$ cat src/rtl/ps2_pkg.sv
// Shared definitions for the PS/2 host-to-device transmitter.
//   ps2_state_e  : transmitter FSM states
//   *_DEF        : default cycle counts for a 25 MHz clk
//   odd_parity() : parity bit that makes the 9-bit data+parity word odd
package ps2_pkg;

    typedef enum logic [2:0] {
        StIdle,
        StInhibit,
        StRts,
        StShift,
        StWaitIdle,
        StFail
    } ps2_state_e;

    localparam int unsigned INHIBIT_CYC_DEF   = 2500;    // 100 us
    localparam int unsigned START_TMO_CYC_DEF = 375000;  // 15 ms
    localparam int unsigned FRAME_TMO_CYC_DEF = 50000;   // 2 ms
    localparam int unsigned FILT_CYC_DEF      = 8;

    function automatic logic odd_parity(input logic [7:0] b);
        return ~^b;
    endfunction

endpackage

$ cat src/rtl/ps2_host_tx_if.sv
// CPU-side command interface of the PS/2 transmitter.
//   start     : one-cycle send request (honoured only while rdy=1)
//   data      : command byte, latched on an accepted start
//   rdy       : transmitter idle
//   done      : one-cycle end-of-frame pulse (success or error)
//   err       : sticky error flag, cleared by the next accepted start
//   tx_active : frame in flight; the PS/2 receiver ignores the lines while set
interface ps2_host_tx_if;
    logic       start;
    logic [7:0] data;
    logic       rdy;
    logic       done;
    logic       err;
    logic       tx_active;

    modport master (
        output start, data,
        input  rdy, done, err, tx_active
    );

    modport slave (
        input  start, data,
        output rdy, done, err, tx_active
    );
endinterface

$ cat src/rtl/ps2_line_filter.sv
// Conditioning for one raw PS/2 line: 2-FF synchronizer followed by a glitch
// filter that only follows the line after FILT_CYC consecutive samples that
// differ from the current filtered level.
//   clk, rst : clock, synchronous active-low reset
//   raw      : asynchronous pin value
//   filt     : filtered level (resets to 1, the idle level)
//   fall     : one-cycle pulse in the cycle filt first reads 0 after a 1
module ps2_line_filter #(
    parameter int unsigned FILT_CYC = 8
) (
    input  logic clk,
    input  logic rst,
    input  logic raw,
    output logic filt,
    output logic fall
);

    localparam int unsigned FW = (FILT_CYC > 1) ? $clog2(FILT_CYC) : 1;
    localparam logic [FW-1:0] CntLast = FW'(FILT_CYC - 1);

    logic          sync1_q, sync2_q;
    logic          filt_q, fall_q;
    logic [FW-1:0] cnt_q;

    always_ff @(posedge clk) begin
        if (!rst) begin
            sync1_q <= 1'b1;
            sync2_q <= 1'b1;
            filt_q  <= 1'b1;
            fall_q  <= 1'b0;
            cnt_q   <= '0;
        end else begin
            sync1_q <= raw;
            sync2_q <= sync1_q;
            fall_q  <= 1'b0;
            if (sync2_q == filt_q) begin
                // Any agreeing sample restarts the run.
                cnt_q <= '0;
            end else if (cnt_q == CntLast) begin
                filt_q <= sync2_q;
                fall_q <= filt_q;  // old level 1 means this is a 1->0 change
                cnt_q  <= '0;
            end else begin
                cnt_q <= cnt_q + 1'b1;
            end
        end
    end

    assign filt = filt_q;
    assign fall = fall_q;

endmodule

$ cat src/rtl/ps2_host_tx.sv
// PS/2 host-to-device transmitter. Runs inhibit -> request-to-send -> bit
// shift on device clock falls -> ack sample -> wait for idle lines, with
// start and frame timeouts. Lines are open-drain: *_oe=1 pulls the pin low.
//   clk, rst         : clock, synchronous active-low reset
//   bus              : CPU command interface (slave side)
//   ps2c_i, ps2d_i   : raw clock / data pin values
//   ps2c_oe, ps2d_oe : pull-low enables for clock / data
module ps2_host_tx
    import ps2_pkg::*;
#(
    parameter int unsigned INHIBIT_CYC   = INHIBIT_CYC_DEF,
    parameter int unsigned START_TMO_CYC = START_TMO_CYC_DEF,
    parameter int unsigned FRAME_TMO_CYC = FRAME_TMO_CYC_DEF,
    parameter int unsigned FILT_CYC      = FILT_CYC_DEF
) (
    input  logic          clk,
    input  logic          rst,
    ps2_host_tx_if.slave  bus,
    input  logic          ps2c_i,
    input  logic          ps2d_i,
    output logic          ps2c_oe,
    output logic          ps2d_oe
);

    localparam int unsigned TmoMax =
        (START_TMO_CYC > FRAME_TMO_CYC) ? START_TMO_CYC : FRAME_TMO_CYC;
    // Timeouts fire before the counter could wrap.
    localparam int unsigned CntW = $clog2(TmoMax);

    localparam logic [CntW-1:0] InhLast   = CntW'(INHIBIT_CYC - 1);
    localparam logic [CntW-1:0] StartLast = CntW'(START_TMO_CYC - 1);
    localparam logic [CntW-1:0] FrameLast = CntW'(FRAME_TMO_CYC - 1);

    ps2_state_e      state_q;
    logic [CntW-1:0] cnt_q;
    logic [3:0]      bitn_q;
    logic [7:0]      byte_q;
    logic            par_q;
    logic            rdy_q, done_q, err_q, tx_active_q;
    logic            c_oe_q, d_oe_q;

    logic c_filt, c_fall, d_filt, d_fall_unused;
    logic tmo;

    ps2_line_filter #(.FILT_CYC(FILT_CYC)) u_filt_c (
        .clk  (clk),
        .rst  (rst),
        .raw  (ps2c_i),
        .filt (c_filt),
        .fall (c_fall)
    );

    ps2_line_filter #(.FILT_CYC(FILT_CYC)) u_filt_d (
        .clk  (clk),
        .rst  (rst),
        .raw  (ps2d_i),
        .filt (d_filt),
        .fall (d_fall_unused)
    );

    // A fall in the same cycle as the start timeout still wins the race.
    always_comb begin
        tmo = 1'b0;
        if (state_q == StRts) begin
            tmo = !c_fall && (cnt_q == StartLast);
        end else if (state_q == StShift || state_q == StWaitIdle) begin
            tmo = (cnt_q == FrameLast);
        end
    end

    always_ff @(posedge clk) begin
        if (!rst) begin
            state_q     <= StIdle;
            cnt_q       <= '0;
            bitn_q      <= '0;
            byte_q      <= '0;
            par_q       <= 1'b0;
            rdy_q       <= 1'b1;
            done_q      <= 1'b0;
            err_q       <= 1'b0;
            tx_active_q <= 1'b0;
            c_oe_q      <= 1'b0;
            d_oe_q      <= 1'b0;
        end else begin
            done_q <= 1'b0;
            if (tmo) begin
                // Release, flag and finish at the edge entering StFail.
                state_q     <= StFail;
                c_oe_q      <= 1'b0;
                d_oe_q      <= 1'b0;
                err_q       <= 1'b1;
                done_q      <= 1'b1;
                tx_active_q <= 1'b0;
            end else begin
                unique case (state_q)
                    StIdle: begin
                        // rdy stays low in the first idle cycle after done.
                        rdy_q <= 1'b1;
                        if (bus.start && rdy_q) begin
                            byte_q      <= bus.data;
                            par_q       <= odd_parity(bus.data);
                            err_q       <= 1'b0;
                            cnt_q       <= '0;
                            tx_active_q <= 1'b1;
                            rdy_q       <= 1'b0;
                            c_oe_q      <= 1'b1;
                            d_oe_q      <= 1'b0;
                            state_q     <= StInhibit;
                        end
                    end
                    StInhibit: begin
                        if (cnt_q == InhLast) begin
                            c_oe_q  <= 1'b0;
                            d_oe_q  <= 1'b1;  // start bit
                            cnt_q   <= '0;
                            state_q <= StRts;
                        end else begin
                            cnt_q <= cnt_q + 1'b1;
                        end
                    end
                    StRts: begin
                        if (c_fall) begin
                            bitn_q  <= 4'd1;
                            d_oe_q  <= ~byte_q[0];
                            cnt_q   <= '0;
                            state_q <= StShift;
                        end else begin
                            cnt_q <= cnt_q + 1'b1;
                        end
                    end
                    StShift: begin
                        cnt_q <= cnt_q + 1'b1;
                        if (c_fall) begin
                            // bitn_q holds the falls seen so far; act for the next.
                            bitn_q <= bitn_q + 1'b1;
                            case (bitn_q)
                                4'd1, 4'd2, 4'd3, 4'd4, 4'd5, 4'd6, 4'd7:
                                    d_oe_q <= ~byte_q[bitn_q[2:0]];
                                4'd8:    d_oe_q <= ~par_q;
                                4'd9:    d_oe_q <= 1'b0;
                                4'd10: begin
                                    err_q   <= d_filt;  // device ack pulls data low
                                    state_q <= StWaitIdle;
                                end
                                default: ;
                            endcase
                        end
                    end
                    StWaitIdle: begin
                        c_oe_q <= 1'b0;
                        d_oe_q <= 1'b0;
                        if (c_filt && d_filt) begin
                            done_q      <= 1'b1;
                            tx_active_q <= 1'b0;
                            state_q     <= StIdle;
                        end else begin
                            cnt_q <= cnt_q + 1'b1;
                        end
                    end
                    StFail: begin
                        rdy_q   <= 1'b1;
                        state_q <= StIdle;
                    end
                    default: state_q <= StIdle;
                endcase
            end
        end
    end

    assign bus.rdy       = rdy_q;
    assign bus.done      = done_q;
    assign bus.err       = err_q;
    assign bus.tx_active = tx_active_q;
    assign ps2c_oe       = c_oe_q;
    assign ps2d_oe       = d_oe_q;

endmodule

$ cat src/flat_wrapper.sv
// flat-port wrapper written by rule: the top's interface ports become plain ports
module ps2_host_tx_flat import ps2_pkg::*;
#(
    parameter int unsigned INHIBIT_CYC   = INHIBIT_CYC_DEF,
    parameter int unsigned START_TMO_CYC = START_TMO_CYC_DEF,
    parameter int unsigned FRAME_TMO_CYC = FRAME_TMO_CYC_DEF,
    parameter int unsigned FILT_CYC      = FILT_CYC_DEF
)
  (clk, rst, ps2c_i, ps2d_i, ps2c_oe, ps2d_oe, bus_start, bus_data, bus_rdy, bus_done, bus_err, bus_tx_active);
  ps2_host_tx_if bus_i ();
  input  logic clk;
  input  logic rst;
  input  logic ps2c_i;
  input  logic ps2d_i;
  output logic ps2c_oe;
  output logic ps2d_oe;
  input wire logic [$bits(bus_i.start)-1:0] bus_start;
  input wire logic [$bits(bus_i.data)-1:0] bus_data;
  output wire logic [$bits(bus_i.rdy)-1:0] bus_rdy;
  output wire logic [$bits(bus_i.done)-1:0] bus_done;
  output wire logic [$bits(bus_i.err)-1:0] bus_err;
  output wire logic [$bits(bus_i.tx_active)-1:0] bus_tx_active;
  assign bus_i.start = bus_start;
  assign bus_i.data = bus_data;
  assign bus_rdy = bus_i.rdy;
  assign bus_done = bus_i.done;
  assign bus_err = bus_i.err;
  assign bus_tx_active = bus_i.tx_active;
  ps2_host_tx #(.INHIBIT_CYC(INHIBIT_CYC), .START_TMO_CYC(START_TMO_CYC), .FRAME_TMO_CYC(FRAME_TMO_CYC), .FILT_CYC(FILT_CYC)) u_core (.clk(clk), .rst(rst), .bus(bus_i), .ps2c_i(ps2c_i), .ps2d_i(ps2d_i), .ps2c_oe(ps2c_oe), .ps2d_oe(ps2d_oe));
endmodule
$ cat config.mk
export PLATFORM = sky130hd
export DESIGN_NAME = ps2_host_tx_flat
export DESIGN_NICKNAME = d
export VERILOG_FILES = /design/src/rtl/ps2_pkg.sv /design/src/rtl/ps2_host_tx_if.sv /design/src/rtl/ps2_line_filter.sv /design/src/rtl/ps2_host_tx.sv /design/src/flat_wrapper.sv
export SDC_FILE = /design/constraint.sdc
export NUM_CORES = 1
export LEC_CHECK = 0
export BUFFER_PORTS_ARGS = -buffer_cell sky130_fd_sc_hd__buf_2
export CORE_ASPECT_RATIO = 1.75
export CORE_UTILIZATION = 50
export CTS_BUF_LIST = sky130_fd_sc_hd__clkbuf_4
export CTS_CLUSTER_DIAMETER = 40
export DETAILED_ROUTE_END_ITERATION = 6
export PLACE_DENSITY = 0.78
export SLEW_MARGIN = 20
export SYNTH_ARGS = -nofsm -noshare
export SYNTH_HDL_FRONTEND = slang
export SYNTH_SLANG_ARGS = --single-unit
$ cat constraint.sdc
create_clock -name clk -period 2.2 [get_ports clk]
set_clock_uncertainty 0.2 [all_clocks]
set_input_delay 0.11 -clock clk [delete_from_list [all_inputs] [get_ports clk]]
set_output_delay 0.11 -clock clk [all_outputs]
set_load 0.005 [all_outputs]
==> Word level (Yosys, flattened, before mapping) <==
Cells that the tools add are included.
{ "classes": {"add_sub_neg": 4, "n_reduce_logical": 30, "n_lt_le_gt_ge": 1, "eq_ne": 36, "n_mux": 40, "n_bitwise": 8} }
{ "ops": {"columns": ["op", "count"], "rows": [
  ["$pmux 19 s5", 1],
  ["$mux 19", 4],
  ["$mux 3", 7],
  ["$add 19x1->19 const B", 1],
  ["$eq 19x12->1 const B", 1],
  ["$eq 19x16->1 const B", 1],
  ["$eq 19x19->1 const B", 1],
  ["$reduce_and 6->1", 3],
  ["$mux 1", 17],
  ["$eq 4x3->1 const B", 4],
  ["$pmux 3 s5", 1],
  ["$eq 3x3->1 const B", 4],
  ["$eq 4x4->1 const B", 3],
  ["$ne 3x2->1 const B", 4],
  ["$reduce_and 4->1", 3],
  ["$ne 2x2->1 const B", 5],
  ["$reduce_and 3->1", 3],
  ["$reduce_or 3->1", 3],
  ["$eq 4x2->1 const B", 2],
  ["$mux 4", 2],
  ["$not 1->1", 8],
  ["$pmux 4 s2", 1],
  ["$reduce_xnor 8->1", 1],
  ["$reduce_or 7->1", 1],
  ["other kinds (23)", 38]
]} }
{ "totals": {"wordCells": 140, "input_bits": 13, "output_inout_bits": 6, "regBits": 54} }

==> Longest topological paths before layout <==
Gate-level depths: netlist of run 1.
{ "depth": {"ltp_word": 6, "depth_mapped": 7, "mapped_depth_nobuf": 7} }

==> Cells and area by module <==
Synthesis of run 1 repeated with hierarchy kept, for this count alone.
{ "hier_totals": {"hier_cells": 310, "area_unflattened_um2": 2817.7} }
{ "by_module_without_submodules": {"columns": ["mod", "area_each_um2", "instances", "seq_area_each_um2", "cells_per_inst"], "rows": [
  ["ps2_host_tx", 2327.2, 1, 820.8, 274],
  ["ps2_line_filter", 245.2, 2, 140.1, 18]
]} }

==> Least setup slack after synthesis of run 1 <==
Ideal clock, no wire load.
{ "synth_path": {"kind": "register to register", "start": "register u_core.bitn_q[0]", "end": "register u_core.d_oe_q, in the netlist u_core.ps2d_oe", "setup_time_ns": 0.120, "t_required_ns": 1.880, "path_slack_ns": 0.081, "period_less_slack_ns": 2.119, "arrival_ns": 1.800, "path_buffers": 0, "path_stages_with_launch": 8, "path_cell_list": "dfxtp_1 > inv_1 > ha_1 > nor4bb_1 > a311o_1 > o32ai_1 > nor4_1 > o31a_1"} }
{ "synth_between": {"elab_chain_len": 6, "elab_cells_between_ends": 18, "cone_classes": "eq/ne: 10; mux: 5; bitwise: 1; reduce/logical: 2"} }
{ "synth_lines": {"columns": ["element", "line_no", "text"], "rows": [
  ["start, declared", "ps2_host_tx.sv:36", "logic [3:0] bitn_q;"],
  ["start signal, assigned", "ps2_host_tx.sv:135", "bitn_q <= bitn_q + 1'b1;"],
  ["$bmux 1 s3", "ps2_host_tx.sv:138", "d_oe_q <= ~byte_q[bitn_q[2:0]];"],
  ["$mux 1 (implied by the code)", "ps2_host_tx.sv:138", null],
  ["$not 1->1", "ps2_host_tx.sv:138", null],
  ["$pmux 1 s3", "ps2_host_tx.sv:136", "case (bitn_q)"],
  ["$mux 1", "ps2_host_tx.sv:133", "if (c_fall) begin"],
  ["$pmux 1 s5", "ps2_host_tx.sv:95", "unique case (state_q)"],
  ["end signal, assigned", "ps2_host_tx.sv:124", "d_oe_q <= ~byte_q[0];"],
  ["end signal, assigned", "ps2_host_tx.sv:138", null],
  ["end signal, assigned", "ps2_host_tx.sv:139", "4'd8: d_oe_q <= ~par_q;"],
  ["end, declared", "ps2_host_tx.sv:40", "logic c_oe_q, d_oe_q;"]
]} }
Parallel ways exist; a longest one is shown, timed or not. The select of a mux whose other input is x is not followed.
A chain may end at the register's enable or synchronous reset.

==> Worst setup path in the final report of run 1 <==
{ "layout_path": {"start": "register u_core.cnt_q[0]", "end": "register u_core.cnt_q[5]"} }
{ "layout_between": {"elab_chain_len": 5, "elab_cells_between_ends": 13, "cone_classes": "add/sub: 1; eq/ne: 3; mux: 6; bitwise: 1; reduce/logical: 2"} }
{ "layout_lines": {"columns": ["element", "line_no", "text"], "rows": [
  ["start, declared", "ps2_host_tx.sv:35", "logic [CntW-1:0] cnt_q;"],
  ["start signal, assigned", "ps2_host_tx.sv:118", "cnt_q <= cnt_q + 1'b1;"],
  ["start signal, assigned", "ps2_host_tx.sv:128", "cnt_q <= cnt_q + 1'b1;"],
  ["start signal, assigned", "ps2_host_tx.sv:132", "cnt_q <= cnt_q + 1'b1;"],
  ["parallel branches: the longest is 5 deep, another holds $add 19x1->19", null, null]
]} }
Several ways; the timed one is not identified. The select of a mux whose other input is x is not followed.

==> results.yml, run 1 <==
run_status:
  outcome: "finished, final reports clean"
timing:
  max_freq_mhz: 463
  final.setup.tns_ns: 0
  finalMaxSlewViolations: 0
  setup_viol: 0
  whs_ns: 0.0393
  slew_headroom_pct: 48.0
  fin_crit_sh_pct: 98.2
  tightestPinTransition_ns: 0.779
  timing.final.crit_period_ns: 2.16
  report.final.hold_viol_count: 0
final_layout:
  drive_gt1_share_pct: 22.5
  final_common_cell: "dfxtp_1"
  design_area_mm2: 0.00361
  most-common-layout-cells: "dfxtp_1 (47), buf_4 (35), nor2_1 (34)"
  syn_to_final_growth_pct: 20.2
  nNetsFinal: 413
  utilization_pct: 61.8
synth:
  syn-instance-count: 337
  synth_top_cell_area_share_pct: 36.0
  synth_ff_type: "dfxtp_1"
  synth.area.top_cells: "dfxtp_1 (36%), xnor2_1 (5.8%), nor2_1 (4.4%), mux2i_1 (4.3%), ha_1 (4.2%)"
  yosysUniqueCellTypes: 67
  synth-async-reset-ratio_pct: 0
  synth_top_area_cell: "dfxtp_1"
  syn_nets: 360
  yosysWarningCount: 0
  syn_avg_cell_area_um2: 8.90
  ys_ff_latch: 54
  synth-seq-area-share_pct: 36.0
  synth_edf_count: 0
  synth_area_mm2: 0.00300
setup_path:
  crit_path_end_kind: "flip-flop"
  arrival_ns: 2.25
  worst-path-max-fanout: 6
  critPathLaunchType: "flip-flop"
  crit_required_ns: 2.29
  crit_type: "flip-flop to flip-flop"
  rrSetupSlack_ns: 0.04
floorplanning:
  die_w_um: 60.5
  ioPinCount: 19
  rows: 37
  dieHeight_um: 104
  die-area_mm2: 0.00632
  core_mm2: 0.00583
  start_util_pct: 51.4
global_route:
  grt_pass1_wl_um: 12200
  grt_pass1_vias: 2808
  grt.overflow.total: 0
  antenna_found_initial: 1
  grt_max_degree: 25
  grt_usage_pct: 25.3
clocking:
  clock_latency_ns: 0.40
  root_buffer: "clkbuf_4"
  cts_tree: "done"
  cts-htree-levels: 2
  cts_sinks: 54
  clockBufferDepth: 2
  clkSlewWorstSetupHoldPaths_ns: 0.18
  cts_made_buffers: 5
pwr:
  p_total_mw: 1.76
  irDropWorstVdd_v: 0.000325
  powerDensity_mw_per_mm2: 487
  p_leak_nw: 1.36
detailed_routing:
  drt_iter0_drc: 135
  wirelength_um: 7540
  drt-pass1-iter-count: 4
  drc: 0
  vias_per_cell: 5.97
  wire_per_inst_um: 16.0
  vias: 2806
  detail-route-antenna-nets: 0
placed_design:
  io_buffers: 18
  dp_hpwl_um: 5510
  place.gp.congestion: 0.885
  place_area_mm2: 0.00335
run:
  drv_cap: 0
min_path:
  hold_class: "input pin to flip-flop"
==> per-stage QoR <==
stage / instances / setup slack (ns)
CTS: 468 / 0.0113
global placement: 447 / -0.0331
global route: 470 / -0.0118
finish: 470 / 0.0395
floorplan: 337 / 0.0806
detailed placement: 447 / -0.134
==> layer usage <==
metal / up-vias / wire length [um] / track usage [%]
met1: 1357 / 2910 / 25.7
li1: 1353 / - / -
met5: - / 0 / 0
met3: 29 / 163 / 3.48
met4: 0 / 368 / 15.4
met2: 67 / 4100 / 45.4
==> power breakdown <==
part	switching [mW]	internal, mW
Combinational	0.130	0.118
Clock	0.348	0.137
Sequential	0.0186	1.01
Total	0.496	1.26
==> registers in the layout (all words and copies together) (netlist names), 3 cells and up <==
name and cells:
u_core.state_q 3, u_core.byte_q 8, u_core.u_filt_c.cnt_q 3, u_core.cnt_q 19, u_core.bitn_q 4, u_core.u_filt_d.cnt_q 3
==> cell usage after synthesis, types with 9 or more instances <==
cell type,number
nor2_1,35
a21oi_1,17
inv_1,9
xnor2_1,20
nand3_1,15
mux2i_1,13
nand2_1,15
o21ai_0,9
clkbuf_1,9
dfxtp_1,54
nor3_1,14
ha_1,10
==> final timing paths <==
check	startpoint	end	cells after the start
setup reg to reg	u_core.cnt_q[0]	u_core.cnt_q[5]	6
hold / removal	bus_start	u_core.bus.rdy	5
hold reg to reg	u_core.u_filt_c.sync1_q	u_core.u_filt_c.sync2_q	1
setup / recovery	u_core.cnt_q[0]	u_core.cnt_q[5]	6
==> final cells by class <==
| cell class | count | area [um^2] |
|---|---|---|
| Sequential cell | 54 | 1090 |
| Fill cell | 508 | 2230 |
| Inverter | 9 | 33.8 |
| Tap cell | 78 | 97.6 |
| Clock inverter | 3 | 28.8 |
| Multi-Input combinational cell | 254 | 1830 |
| Timing Repair Buffer | 66 | 483 |
| Clock buffer | 5 | 37.5 |
| Antenna cell | 1 | 2.50 |
==> worst max-delay path: stages (launching register included) <==
cell      delay (ns)
dfxtp_4         0.40
ha_2            0.22
nor4bb_4        0.35
nand4_1         0.22
o22a_1          0.24
and3_1          0.22
a32o_1          0.23
==> timing repair <==
| action | 4_1_cts | 5_1_grt |
|---|---|---|
| gates resized for setup | 4 | 11 |
| pin swaps | 0 | 4 |
| endpoints found under the setup margin | 25 | 19 |
| hold buffers | 13 | 0 |
| buffers inserted | 0 | 1 |
| hold endpoints to repair | 28 | 0 |
==> cells by family (layout without fill, tap and decap cells) <==
| group | Yosys count | count (layout) | share of synthesized area (%) |
|---|---|---|---|
| DFF | 54 | 54 | 36.0 |
| other | 0 | 1 | 0 |
| and+or+nand+nor | 142 | 142 | 27.3 |
| buffers and inverters | 29 | 83 | 4.34 |
| adders and majority gates | 10 | 10 | 4.17 |
| AOI/OAI and AO/OA | 67 | 67 | 16.9 |
| muxes | 15 | 15 | 5.46 |
| xor gates and xnor gates | 20 | 20 | 5.84 |
No activity file was read; power rests on OpenSTA's default activity.
==> run 2, diff against run 1 <==
--- a/config.mk
+++ b/config.mk
@@ -7,11 +7,11 @@
 export LEC_CHECK = 0
 export BUFFER_PORTS_ARGS = -buffer_cell sky130_fd_sc_hd__buf_2
 export CORE_ASPECT_RATIO = 1.75
-export CORE_UTILIZATION = 50
+export CORE_UTILIZATION = 32
 export CTS_BUF_LIST = sky130_fd_sc_hd__clkbuf_4
 export CTS_CLUSTER_DIAMETER = 40
 export DETAILED_ROUTE_END_ITERATION = 6
-export PLACE_DENSITY = 0.78
+export PLACE_DENSITY = 0.57
 export SLEW_MARGIN = 20
 export SYNTH_ARGS = -nofsm -noshare
 export SYNTH_HDL_FRONTEND = slang
==> run 2 against run 1 <==
  * Die area is 55% higher
  * Clock-buffer cell count stayed put
  * Setup slack better by 0.010 ns
  * Critical path depth is 1 lower
  * Design area is 4.4% higher
  * Maximum frequency is 0.49% higher
  * Combinational power is 6% higher
  * Sequential cell count stayed put
  * Non-clock buffer count is 10 higher
  * Global-route usage is 7.2 points lower
  * Critical endpoint is now u_core.ps2d_oe
  * Largest power group unchanged
  * Highest routed layer unchanged
==> results.yml, run 2 (synthesis results as in run 1) <==
run_status:
  outcome: "finished, final reports clean"
setup_path:
  slowest_delay_ns: 0.64
  critical_path.top_delay_family: "compound AO/OA/AOI/OAI gates"
  worst-path-max-fanout: 9
  arrival_ns: 2.31
  crit_type: "flip-flop to flip-flop"
  crit_path_top_delay_cell: "a2111oi_0"
  crit_required_ns: 2.36
  critPathLaunchType: "flip-flop"
  worstPathCellList: "inv_1, a2111oi_0, o32ai_2, nor4_1, o31a_1"
  rrSetupSlack_ns: 0.05
  crit_path_end_kind: "flip-flop"
  timing.critical_path.buf_inv: 1
  ff2ff_path_depth: 5
  timing.rr.end: "u_core.ps2d_oe"
  rr_startpoint: "u_core.bitn_q[2]"
final_layout:
  nNetsFinal: 423
  utilization_pct: 41.4
  largest_reg_flops: 19
  final_common_cell: "dfxtp_1"
  reg.largest.list: "u_core.cnt_q: 19 flops, u_core.byte_q: 8 flops, u_core.bitn_q: 4 flops"
  most-common-layout-cells: "dfxtp_1 (49), buf_4 (44), nor2_1 (34)"
  syn_to_final_growth_pct: 25.6
  drive_gt1_share_pct: 24.4
  top_register: "u_core.cnt_q"
placed_design:
  place.gp.congestion: 0.847
  dp_hpwl_um: 6110
  dp_slack_ns: -0.0635
  io_buffers: 18
min_path:
  hold_class: "input pin to flip-flop"
  min_from: "bus_start"
  worstHoldPathCells: 5
  holdPathEnd: "u_core.bus.tx_active"
floorplanning:
  core_mm2: 0.00909
  dieHeight_um: 130
  die_w_um: 75.2
  die-area_mm2: 0.00978
  start_util_pct: 33.0
  ioPinCount: 19
  rows: 46
detailed_routing:
  drt-pass1-iter-count: 6
  vias_per_cell: 5.32
  drc: 0
  drt_iter0_drc: 138
  vias: 2777
  detail-route-antenna-nets: 0
  wirelength_um: 8340
  wire_per_inst_um: 16.0
pwr:
  powerDensity_mw_per_mm2: 496
  irDropWorstVdd_v: 0.000225
  p_leak_nw: 1.41
clocking:
  cts-htree-levels: 2
  cts_sinks: 54
  clkSlewWorstSetupHoldPaths_ns: 0.17
  root_buffer: "clkbuf_4"
  clockBufferDepth: 2
  cts_made_buffers: 5
  cts_tree: "done"
  clock_latency_ns: 0.40
timing:
  rsz0062_at_grt: "true"
  final.setup.tns_ns: 0
  max_freq_mhz: 465
  tightestPinTransition_ns: 0.780
  slew_headroom_pct: 48.0
  finalMaxSlewViolations: 0
  fin_crit_sh_pct: 97.7
  worst_slack_ns: 0.0500
  report.final.hold_viol_count: 0
  timing.final.crit_period_ns: 2.15
  setup_viol: 0
global_route:
  grt_usage_pct: 18.1
  antenna_found_initial: 1
  grt.overflow.total: 0
  grt_pass1_vias: 2811
  grt_pass1_wl_um: 13200
  grt_max_degree: 22
run:
  drv_cap: 0
==> run 2: metrics by stage <==
step | hold slack [ns] | cell area (um^2) | total power, mW | std cells
2_1_floorplan | -0.0170 | 3000 | 1.19 | 337
3_5_place_dp | 0.104 | 3470 | 1.27 | 498
6_report | 0.0244 | 3770 | 1.87 | 522
4_1_cts | 0.00874 | 3690 | 1.88 | 519
5_1_grt | 0.0836 | 3770 | 1.94 | 522
3_3_place_gp | 0.0970 | 3470 | 1.27 | 498
==> run 2: final cells by class <==
cell class	instances	area (um^2)
fill	931	5330
clock buffer	5	37.5
clock inverter	3	42.5
timing repair buffer	76	562
antenna	1	2.50
multi-input combinational	254	1850
inverter	9	33.8
tap	120	150
sequential	54	1090
==> run 2: timing repair <==
item,4_1_cts,5_1_grt
setup endpoints to repair,11,26
gates resized for setup,1,15
hold endpoints to repair,17,0
pin swaps,0,1
setup buffers,0,2
hold buffers,13,0
==> run 2: worst register-to-register path, stage by stage (launching register included) <==
cell and delay, ns:
dfxtp_1 0.54, inv_1 0.16, a2111oi_0 0.64, o32ai_2 0.20
nor4_1 0.20, o31a_1 0.17
==> run 2: layer usage <==
layer | share of wire [%] | GRT usage [%] | routed length (um) | vias to the layer above
li1 | - | - | - | 1361
met1 | 37 | 17.0 | 3090 | 1346
met2 | 57 | 34.9 | 4750 | 49
met3 | 2.0 | 2.86 | 164 | 21
met4 | 4.0 | 10.9 | 337 | 0
met5 | 0 | 0 | 0 | -
==> run 2: where the power goes <==
| group | switching [mW] | internal, mW |
|---|---|---|
| logic | 0.139 | 0.125 |
| registers | 0.0162 | 1.01 |
| clock network | 0.342 | 0.240 |
==> run 2: how the worst max path moves through the flow <==
| stage | start | to | slack, ns | cells after the start |
|---|---|---|---|---|
| 2_1_floorplan | u_core.bitn_q[0] | u_core.ps2d_oe | 0.08 | 7 |
| 3_3_place_gp | u_core.state_q[2] | u_core.cnt_q[6] | -0.02 | 5 |
| 3_5_place_dp | u_core.state_q[0] | u_core.cnt_q[6] | -0.06 | 6 |
| 4_1_cts | u_core.state_q[0] | u_core.cnt_q[7] | 0.02 | 8 |
| 5_1_grt | u_core.cnt_q[0] | u_core.bitn_q[1] | -0.03 | 8 |
| 6_report | u_core.bitn_q[2] | u_core.ps2d_oe | 0.05 | 5 |
==> run 3, diff against run 2 <==
--- a/config.mk
+++ b/config.mk
@@ -5,6 +5,7 @@
 export SDC_FILE = /design/constraint.sdc
 export NUM_CORES = 1
 export LEC_CHECK = 0
+export ABC_AREA = 1
 export BUFFER_PORTS_ARGS = -buffer_cell sky130_fd_sc_hd__buf_2
 export CORE_ASPECT_RATIO = 1.75
 export CORE_UTILIZATION = 32
@@ -12,7 +13,7 @@
 export CTS_CLUSTER_DIAMETER = 40
 export DETAILED_ROUTE_END_ITERATION = 6
 export PLACE_DENSITY = 0.57
-export SLEW_MARGIN = 20
+export SLEW_MARGIN = 0
 export SYNTH_ARGS = -nofsm -noshare
 export SYNTH_HDL_FRONTEND = slang
 export SYNTH_SLANG_ARGS = --single-unit
==> run 3 against run 2 <==
  * Clock power up 3.8%
  * Critical path depth up 4
  * Area after synthesis increased by 17%
  * Via count up 33%
  * Sequential share of layout area decreased by 3.2 points
  * Critical path type unchanged
  * Largest power group is now combinational cells
==> results.yml, run 3 <==
final_layout:
  reg.largest.list: "u_core.cnt_q: 19 flops, u_core.byte_q: 8 flops, u_core.bitn_q: 4 flops"
  syn_to_final_growth_pct: 22.2
  antenna_cells: 0
  largest_reg_flops: 19
  design_area_mm2: 0.00427
  stdcell_count: 731
  nNetsFinal: 623
  top_register: "u_core.cnt_q"
  most-common-layout-cells: "nand2_1 (129), nor2_1 (74), nand3_1 (59)"
  drive_gt1_share_pct: 21.1
  final_common_cell: "nand2_1"
  num-fill-cells: 1149
setup_path:
  worstPathCellList: "buf_4, nor2_4, inv_2, nor2_4, clkinvlp_4, buf_4, nor2_1, nor2_1, dlygate4sd3_1"
  ff2ff_path_depth: 9
  crit_required_ns: 2.30
  crit_path_end_kind: "flip-flop"
  timing.critical_path.buf_inv: 5
  crit_type: "flip-flop to flip-flop"
  critPathLaunchType: "flip-flop"
  crit_path_top_delay_cell: "dlygate4sd3_1"
  worst-path-max-fanout: 5
  slowest_delay_ns: 0.55
  rrSetupSlack_ns: 0.08
  arrival_ns: 2.22
  critical_path.top_delay_family: "buffers and inverters"
  crit_cells: 9
pwr:
  p_comb_share_pct: 50.4
  clockPowerShare_pct: 16.6
  switching_share_pct: 41.6
  internal-power_mw: 2.13
  p_leak_nw: 1.88
  switchingPower_mw: 1.52
  seqPwrFrac_pct: 33.0
  irDropWorstVdd_v: 0.000494
  powerDensity_mw_per_mm2: 856
  p_total_mw: 3.65
synth:
  synth_commonest_cells: "nand2_1 (129), nor2_1 (77), nand3_1 (59)"
  yosysUniqueCellTypes: 34
  synth-async-reset-ratio_pct: 0
  synth-seq-area-share_pct: 30.9
  syn_nets: 557
  synth_top_cell_area_share_pct: 30.9
  synth_top_area_cell: "dfxtp_1"
  synth_ff_type: "dfxtp_1"
  syn_avg_cell_area_um2: 6.54
  synth.area.top_cells: "dfxtp_1 (31%), nand2_1 (14%), nand3_1 (8.4%), nor2_1 (8.3%), inv_1 (5.5%)"
  yosysWarningCount: 0
  ys_ff_latch: 54
  synth_area_mm2: 0.00349
  yosysMostFrequentCell: "nand2_1"
  synth_edf_count: 0
  syn-instance-count: 534
clocking:
  cts_tree: "done"
  clock_latency_ns: 0.41
  cts-htree-levels: 2
  cts_made_buffers: 5
  clkSlewWorstSetupHoldPaths_ns: 0.18
  root_buffer: "clkbuf_4"
  clockBufferDepth: 2
  cts_sinks: 54
min_path:
  worstHoldPathCells: 3
  hold_class: "input pin to flip-flop"
timing:
  max_freq_mhz: 472
  timing.final.crit_period_ns: 2.12
  slew_headroom_pct: 73.1
  finalMaxSlewViolations: 0
  report.final.hold_viol_count: 0
  fin_crit_sh_pct: 96.2
  tightestPinTransition_ns: 0.402
  setup_viol: 0
global_route:
  grt_pass1_vias: 3562
  antenna_found_initial: 0
  grt_usage_pct: 19.6
  grt_pass1_wl_um: 16900
  grt.overflow.total: 0
  grt_max_degree: 19
run_status:
  outcome: "finished, final reports clean"
run:
  drv_cap: 0
floorplanning:
  rows: 50
  die-area_mm2: 0.0114
  start_util_pct: 32.9
  ioPinCount: 19
  dieHeight_um: 140
  die_w_um: 81.0
  core_mm2: 0.0106
placed_design:
  place_area_mm2: 0.00378
  dp_hpwl_um: 8200
  io_buffers: 18
  dp.cells: 685
  place.gp.congestion: 0.953
detailed_routing:
  detail-route-antenna-nets: 0
  wirelength_um: 10800
  vias: 3691
  vias_per_cell: 5.05
  wire_per_inst_um: 14.8
  drc: 0
  drt-pass1-iter-count: 5
  drt_iter0_drc: 207
## run 3: cell count changes in the layout (fill, tap and decap cells not counted), moves of 13 or more
cell / delta
xnor2_1: -15
buf_4: -15
mux2i_1: -13
inv_1: +40
nand2_1: +114
nor2_1: +40
nand4_1: +13
nand3_1: +44
nand2_2: +15
## run 3: worst reg2reg max path: cells and delay by family (launching register included)
family	cells	cell delay (ns)
buf+inv	5	1.03
flops	1	0.40
simple gates	4	0.38
## run 3: layout make-up
class / count / area, um^2 / area share [%]
tap: 130 / 163 / 3.81
timing repair buffer: 70 / 563 / 13.2
clock inverter: 3 / 47.5 / 1.11
multi-input combinational: 408 / 2130 / 49.9
sequential: 54 / 1100 / 25.7
inverter: 61 / 233 / 5.45
clock buffer: 5 / 37.5 / 0.879
## run 3: through the flow
step | util (%) | hold WS (ns) | setup TNS, ns | worst slack (ns)
after floorplan | - | 0.0166 | 0 | 0.299
after global placement | 35.5 | 0.0953 | 0 | 0.177
after detailed placement | 35.5 | 0.0984 | 0 | 0.122
after CTS | 38.1 | 0.192 | 0 | 0.0362
after global routing | 40.2 | 0.212 | -0.0134 | -0.00997
final | 40.2 | 0.221 | 0 | 0.0831
## run 3: routing by layer
layer	GRT usage (%)	vias up	share of wire (%)
met5	0	-	0
met4	11.5	0	6.5
met3	2.02	48	2.3
met2	38.3	90	56
met1	18.7	1697	36
li1	-	1856	-
## run 3: cells by family (layout without fill, tap and decap cells)
family	Yosys count	after routing	synth area share (%)
XOR/XNOR	14	14	3.51
AO/OA/AOI/OAI	54	54	9.20
flip-flops	54	54	30.9
adder cells (fa/ha/maj)	10	10	3.58
AND/OR/NAND/NOR	329	330	43.9
buffers and inverters	73	139	8.92
## run 3: worst paths after layout
path / from / to
setup / recovery: u_core.state_q[2] / u_core.byte_q[2]
hold / removal: ps2c_i / u_core.u_filt_c.sync1_q
setup reg to reg: u_core.state_q[2] / u_core.byte_q[2]
hold reg to reg: u_core.u_filt_d.cnt_q[0] / u_core.u_filt_d.cnt_q[0]
## run 3: power groups by stage
stage | combinational (mW) | clock [mW] | sequential, mW
floorplan | 1.00 | 0 | 1.20
finish | 1.84 | 0.605 | 1.21
global placement | 1.30 | 0 | 1.22
global route | 1.99 | 0.642 | 1.22
detailed placement | 1.31 | 0 | 1.23
CTS | 1.39 | 0.621 | 1.21
## run 3: repair_timing
action | in CTS | in global routing
endpoints found under the hold margin | 19 | 0
hold buffers | 19 | 0
resized for setup | 0 | 17
endpoints found under the setup margin | 0 | 27
setup buffers | 0 | 18
